**config.mk**
```make
export PLATFORM = sky130hd
export DESIGN_NAME = synaptic_accumulator_flat
export DESIGN_NICKNAME = d
export VERILOG_FILES = /design/src/rtl/synaptic_accumulator_if.sv /design/src/rtl/synaptic_accumulator.sv /design/src/flat_wrapper.sv
export SDC_FILE = /design/constraint.sdc
export NUM_CORES = 1
export LEC_CHECK = 0
export CORE_MARGIN = 2
export CORE_UTILIZATION = 45
export CTS_CLUSTER_DIAMETER = 200
export DETAILED_ROUTE_END_ITERATION = 10
export DONT_BUFFER_PORTS = 1
export PLACE_DENSITY = 0.56
export SLEW_MARGIN = 20
export SYNTH_ARGS = -nofsm -noshare
export SYNTH_HDL_FRONTEND = slang
export SYNTH_SLANG_ARGS = --single-unit
```
**constraint.sdc**
```tcl
create_clock -name CLK -period 7.9 [get_ports CLK]
set_clock_uncertainty 0.05 [all_clocks]
set_input_delay 1.58 -clock CLK [delete_from_list [all_inputs] [get_ports CLK]]
set_output_delay 1.58 -clock CLK [all_outputs]
set_load 0.1 [all_outputs]
```
**src/rtl/synaptic_accumulator_if.sv**
```systemverilog
// Bus bundle for synaptic_accumulator: spike handshake, weight writes, bias/tick and the published current.
// master = upstream/neuron side driving the block, slave = the accumulator itself.
interface synaptic_accumulator_if #(
  parameter int SYN_ID_W = 4
);
  logic                SPIKE_VALID;
  logic                SPIKE_READY;
  logic [SYN_ID_W-1:0] SPIKE_SYN_ID;
  logic                WEIGHT_WE;
  logic [SYN_ID_W-1:0] WEIGHT_ADDR;
  logic [31:0]         WEIGHT_DATA;
  logic [31:0]         BIAS;
  logic                TICK;
  logic [31:0]         I_OUT;
  logic                I_VALID;
  logic                TICK_OVERRUN;

  modport master (
    output SPIKE_VALID, SPIKE_SYN_ID, WEIGHT_WE, WEIGHT_ADDR, WEIGHT_DATA, BIAS, TICK,
    input  SPIKE_READY, I_OUT, I_VALID, TICK_OVERRUN
  );

  modport slave (
    input  SPIKE_VALID, SPIKE_SYN_ID, WEIGHT_WE, WEIGHT_ADDR, WEIGHT_DATA, BIAS, TICK,
    output SPIKE_READY, I_OUT, I_VALID, TICK_OVERRUN
  );
endinterface

```
**src/rtl/synaptic_accumulator.sv**
```systemverilog
// Per-timestep synaptic current accumulator for one Izhikevich neuron (Q16.16, saturating).
// Optional feature: define SYN_DECAY_EN to carry acc >>> DECAY_SHIFT into the next timestep instead of clearing.
module synaptic_accumulator #(
  parameter int NUM_SYN     = 16,
  parameter int SYN_ID_W    = 4,
  parameter int DECAY_SHIFT = 1
) (
  input logic                  CLK,
  input logic                  RESET,
  synaptic_accumulator_if.slave bus
);

  localparam logic [1:0] ACCUM   = 2'd0;
  localparam logic [1:0] DRAIN1  = 2'd1;
  localparam logic [1:0] DRAIN2  = 2'd2;
  localparam logic [1:0] PUBLISH = 2'd3;

  if (DECAY_SHIFT < 0 || DECAY_SHIFT > 31) begin : g_bad_shift
    $error("synaptic_accumulator: DECAY_SHIFT must be 0..31");
  end
  if (NUM_SYN < 1 || NUM_SYN > (1 << SYN_ID_W)) begin : g_bad_num
    $error("synaptic_accumulator: NUM_SYN does not fit SYN_ID_W");
  end

  logic [1:0]          state;
  logic [1:0]          state_next;
  logic                spike_ready;
  logic                accept;
  logic [31:0]         weights [NUM_SYN];
  logic                s0_valid;
  logic [SYN_ID_W-1:0] s0_id;
  logic                s1_valid;
  logic [31:0]         s1_weight;
  logic [31:0]         acc;
  logic [31:0]         acc_sum;
  logic [31:0]         publish_val;
  logic [31:0]         acc_after_publish;
  logic [31:0]         i_out;
  logic                i_valid;
  logic                tick_overrun;

  function automatic logic [31:0] sat_add(input logic [31:0] a, input logic [31:0] b);
    logic [31:0] s;
    s = a + b;
    if (a[31] == b[31] && s[31] != a[31])
      sat_add = a[31] ? 32'h8000_0000 : 32'h7FFF_FFFF;
    else
      sat_add = s;
  endfunction

  always_comb begin
    state_next = state;
    case (state)
      ACCUM:   if (bus.TICK) state_next = DRAIN1;
      DRAIN1:  state_next = DRAIN2;
      DRAIN2:  state_next = PUBLISH;
      default: state_next = ACCUM;
    endcase
  end

  // The last event of a timestep lands in the accumulator on the very edge that enters
  // PUBLISH, so the published value is taken from the post-add sum, not the register.
  always_comb begin
    accept      = bus.SPIKE_VALID && spike_ready;
    acc_sum     = s1_valid ? sat_add(acc, s1_weight) : acc;
    publish_val = sat_add(acc_sum, bus.BIAS);
`ifdef SYN_DECAY_EN
    acc_after_publish = 32'($signed(acc_sum) >>> DECAY_SHIFT);
`else
    acc_after_publish = 32'd0;
`endif
  end

  always_ff @(posedge CLK or negedge RESET) begin
    if (!RESET) begin
      for (int i = 0; i < NUM_SYN; i++) weights[i] <= 32'd0;
    end else if (bus.WEIGHT_WE && (32'(bus.WEIGHT_ADDR) < 32'(NUM_SYN))) begin
      weights[bus.WEIGHT_ADDR] <= bus.WEIGHT_DATA;
    end
  end

  always_ff @(posedge CLK or negedge RESET) begin
    if (!RESET) begin
      state        <= ACCUM;
      spike_ready  <= 1'b0;
      s0_valid     <= 1'b0;
      s0_id        <= '0;
      s1_valid     <= 1'b0;
      s1_weight    <= 32'd0;
      acc          <= 32'd0;
      i_out        <= 32'd0;
      i_valid      <= 1'b0;
      tick_overrun <= 1'b0;
    end else begin
      state       <= state_next;
      spike_ready <= (state_next == ACCUM);
      s0_valid    <= accept;
      if (accept) s0_id <= bus.SPIKE_SYN_ID;
      s1_valid <= s0_valid;
      // Out-of-range synapse ids still flow through the pipeline but add nothing.
      if (s0_valid)
        s1_weight <= (32'(s0_id) < 32'(NUM_SYN)) ? weights[s0_id] : 32'd0;
      i_valid <= (state_next == PUBLISH);
      if (state_next == PUBLISH) begin
        i_out <= publish_val;
        acc   <= acc_after_publish;
      end else begin
        acc <= acc_sum;
      end
      if (bus.TICK && state != ACCUM) tick_overrun <= 1'b1;
    end
  end

  assign bus.SPIKE_READY  = spike_ready;
  assign bus.I_OUT        = i_out;
  assign bus.I_VALID      = i_valid;
  assign bus.TICK_OVERRUN = tick_overrun;

endmodule
```
**src/flat_wrapper.sv**
```systemverilog
// flat-port wrapper written by rule: the top's interface ports become plain ports
module synaptic_accumulator_flat 
#(
  parameter int NUM_SYN     = 16,
  parameter int SYN_ID_W    = 4,
  parameter int DECAY_SHIFT = 1
)
  (CLK, RESET, bus_SPIKE_VALID, bus_SPIKE_SYN_ID, bus_WEIGHT_WE, bus_WEIGHT_ADDR, bus_WEIGHT_DATA, bus_BIAS, bus_TICK, bus_SPIKE_READY, bus_I_OUT, bus_I_VALID, bus_TICK_OVERRUN);
  synaptic_accumulator_if #(.SYN_ID_W(SYN_ID_W)) bus_i ();
  input logic CLK;
  input logic RESET;
  input wire logic [$bits(bus_i.SPIKE_VALID)-1:0] bus_SPIKE_VALID;
  input wire logic [$bits(bus_i.SPIKE_SYN_ID)-1:0] bus_SPIKE_SYN_ID;
  input wire logic [$bits(bus_i.WEIGHT_WE)-1:0] bus_WEIGHT_WE;
  input wire logic [$bits(bus_i.WEIGHT_ADDR)-1:0] bus_WEIGHT_ADDR;
  input wire logic [$bits(bus_i.WEIGHT_DATA)-1:0] bus_WEIGHT_DATA;
  input wire logic [$bits(bus_i.BIAS)-1:0] bus_BIAS;
  input wire logic [$bits(bus_i.TICK)-1:0] bus_TICK;
  output wire logic [$bits(bus_i.SPIKE_READY)-1:0] bus_SPIKE_READY;
  output wire logic [$bits(bus_i.I_OUT)-1:0] bus_I_OUT;
  output wire logic [$bits(bus_i.I_VALID)-1:0] bus_I_VALID;
  output wire logic [$bits(bus_i.TICK_OVERRUN)-1:0] bus_TICK_OVERRUN;
  assign bus_i.SPIKE_VALID = bus_SPIKE_VALID;
  assign bus_i.SPIKE_SYN_ID = bus_SPIKE_SYN_ID;
  assign bus_i.WEIGHT_WE = bus_WEIGHT_WE;
  assign bus_i.WEIGHT_ADDR = bus_WEIGHT_ADDR;
  assign bus_i.WEIGHT_DATA = bus_WEIGHT_DATA;
  assign bus_i.BIAS = bus_BIAS;
  assign bus_i.TICK = bus_TICK;
  assign bus_SPIKE_READY = bus_i.SPIKE_READY;
  assign bus_I_OUT = bus_i.I_OUT;
  assign bus_I_VALID = bus_i.I_VALID;
  assign bus_TICK_OVERRUN = bus_i.TICK_OVERRUN;
  synaptic_accumulator #(.NUM_SYN(NUM_SYN), .SYN_ID_W(SYN_ID_W), .DECAY_SHIFT(DECAY_SHIFT)) u_core (.CLK(CLK), .RESET(RESET), .bus(bus_i));
endmodule
```
==> metrics <==
status=complete, but fails checks; failing checks=slew limit; Synth area leaders=dfrtp_1 (51%), mux2_2 (20%), mux4_2 (12%); final setup violation count=0; RSZ-0062 raised after global routing=false; crit share post-route=87.3%; worst-margin pin slew=2.21 ns; Seq cells post-synth=619; FFs w/ async S/R, synth=100%; placed wire-length estimate=43400 um; drt pass-1 iters=5; Multi-input gate area=0.0143 sq mm; Yosys warning total=0; FF-to-FF Start=u_core.acc[13]; Fmax achieved=145 MHz; net count after synthesis=2315; Root Driver=clkbuf_16; total negative slack=0 ns; via count=18074; CP Data Required Time=8.35 ns; max-slew violation count=333; Antenna Cells=0; post-synthesis sequential area ratio=51.0%; Fin. Hold Viols=0; Yosys top cell area share=51.0%; area leader, netlist=dfrtp_1; Top-Level Pins=112; initial antenna violation count=1; ANT nets after route=0; LEAKAGE=14.6 nW; Remaining Overflow, GRT=0; row count=95; Synth Cell Area=0.0304 sq mm; Register Area=0.0155 sq mm; # H-tree levels=3; Post-synth top cells=dfrtp_1 (619), mux2_2 (547), mux4_2 (160); Setup CP Type=flop to flop; worst-path maximum fanout=30; power per cell area=411 mW/mm^2; Worst Reg-to-Reg Cells=27; vias in the first global route=19166; Final Wtd Congestion=0.897; # resized after CTS=0; layout cells sized above 1=40.9%; EDFF count, synth=0; CTS Sinks=619; CP peak stage delay=0.55 ns; Max IR drop VDD=0.198 mV; cell mode on critical path=a21oi_1; Hold Crit Start=u_core.weights[305]; Starting Density=45.3%; Post-synth top flop=dfrtp_1; Hold Path Depth=1; Initial DRC Count=1249; Inserted Clock Buffers=71; HP Class=flop to flop; Post-CTS Setup Inserts=0; Port Buf Inserts=0; WL final=75500 um; global routing's busiest layer=met2; die height=264 um; Layout Nets=2260; startpoint types=flop; Layout fillers=5775; Clk Latency, worst-skew pair=0.61 ns; GR Layer Usage met2=35.1%; syn_area_per_cell=14.0 sq um; Crit. End Element=flop; core footprint=0.0670 sq mm; Worst-path clk slew=0.06 ns; max-cap viol count=0; cell with the most instances after synthesis=dfrtp_1; met1 GRT Util=30.5%; first-pass GRT wire length=117000 um; GRT Overall Usage=21.9%; Longest Clk Path Bufs=3; min cycle time layout=6.90 ns; worst setup path start=u_core.acc[13]; cell count after synthesis=2170; dpl cells=2914; met3 GRT Util=4.51%; largest net degree at the start of global routing=620; die span in x=264 um; DIE AREA=0.0696 sq mm; Non-Filler Instances=3041; CTS tree=built; cts hold-fix bufs=0; Worst Path Arrival=7.35 ns; Layout area overhead=10.5%; number of distinct library cells after synthesis=70; DR WL/cell=24.8 um; Slew headroom=-47.6%; vias per cell=5.94; Critical Path Slowest Stage Cell=fa_1; DR DRC count=0
==> per-stage QoR <==
step | hold slack [ns] | power [mW] | worst slack, ns | util (%) | instance area (sq um)
floorplan | 0.302 | 9.18 | 1.68 | - | 30400
global placement | 0.426 | 10.5 | 0.976 | 46.6 | 31200
detailed placement | 0.438 | 10.6 | 0.746 | 46.6 | 31200
CTS | 0.451 | 13.9 | 0.727 | 50.0 | 33500
global route | 0.458 | 14.6 | 0.428 | 50.1 | 33600
finish | 0.448 | 13.8 | 1.00 | 50.1 | 33600
==> cells in the final DEF (no fill, tap or decap), drive strengths merged, types with 8 or more instances in the layout <==
master  count
dfrtp     619
mux2      548
mux4      160
clkbuf    108
a21oi     101
nor2       80
nand2      77
ha         65
a21o       45
o21ai      41
xnor2      29
buf        28
and2       26
inv        26
xor2       25
nand3      14
nor3       13
clkinv     11
o21bai     10
nand2b     10
a211oi      9
o21a        9
nand4       8
a31oi       8
==> critical path: cells and delay by family (launching register included) <==
kind | cells | cell delay, ns
adders and majority gates | 3 | 1.34
AOI/OAI and AO/OA | 16 | 3.49
muxes | 1 | 0.26
DFF | 1 | 0.39
buffers and inverters | 2 | 0.49
and+or+nand+nor | 5 | 0.74
==> path summary, 6_finish.rpt <==
kind                                             end  slack (ns)
max in group asynchronous        u_core.weights[312]        5.42
worst max-delay path            u_core.bus.I_OUT[30]         1.0
worst min register to register   u_core.weights[305]        0.45
worst min-delay path             u_core.weights[305]        0.45
min in group asynchronous        u_core.weights[388]        0.67
worst max register to register  u_core.bus.I_OUT[30]         1.0
==> power breakdown <==
group          switching, mW  internal (mW)
logic                   2.60           2.66
registers               1.23           4.03
clock network           1.33           1.93
total                   5.16           8.63
==> per-layer routing <==
layer	vias up	share of wire, %	wire length (um)
met1	9581	45	34300
met5	-	0	0
li1	7941	-	-
met3	122	5.1	3810
met2	430	47	35500
met4	0	2.5	1890
==> cell families (layout without fill, tap and decap cells) <==
| family | count (synthesis) | after routing | share of synthesized area (%) |
|---|---|---|---|
| buffers and inverters | 178 | 176 | 2.25 |
| AOI/OAI and AO/OA | 283 | 283 | 6.16 |
| xor gates and xnor gates | 54 | 54 | 1.56 |
| adders and majority gates | 68 | 68 | 2.87 |
| and+or+nand+nor | 258 | 258 | 3.96 |
| DFF | 619 | 619 | 51.0 |
| muxes | 710 | 710 | 32.2 |
==> sequential cells by signal (all words and copies together), names as in the netlist <==
signal	cells
u_core.bus.I_VALID	1
u_core.bus.TICK_OVERRUN	1
u_core.s0_id	4
u_core.s1_valid	1
u_core.s1_weight	32
u_core.s0_valid	1
u_core.acc	32
u_core.weights	512
u_core.state	2
u_core.bus.I_OUT	32
u_core.bus.SPIKE_READY	1
==> area by class of cell <==
cell class | count | area share, %
Clock buffer | 108 | 6.34
Clock inverter | 18 | 0.589
Inverter | 22 | 0.246
Tap cell | 873 | 3.25
Timing Repair Buffer | 28 | 0.723
Sequential cell | 619 | 46.2
Multi-Input combinational cell | 1373 | 42.7
No activity file was read; power rests on OpenSTA's default activity.
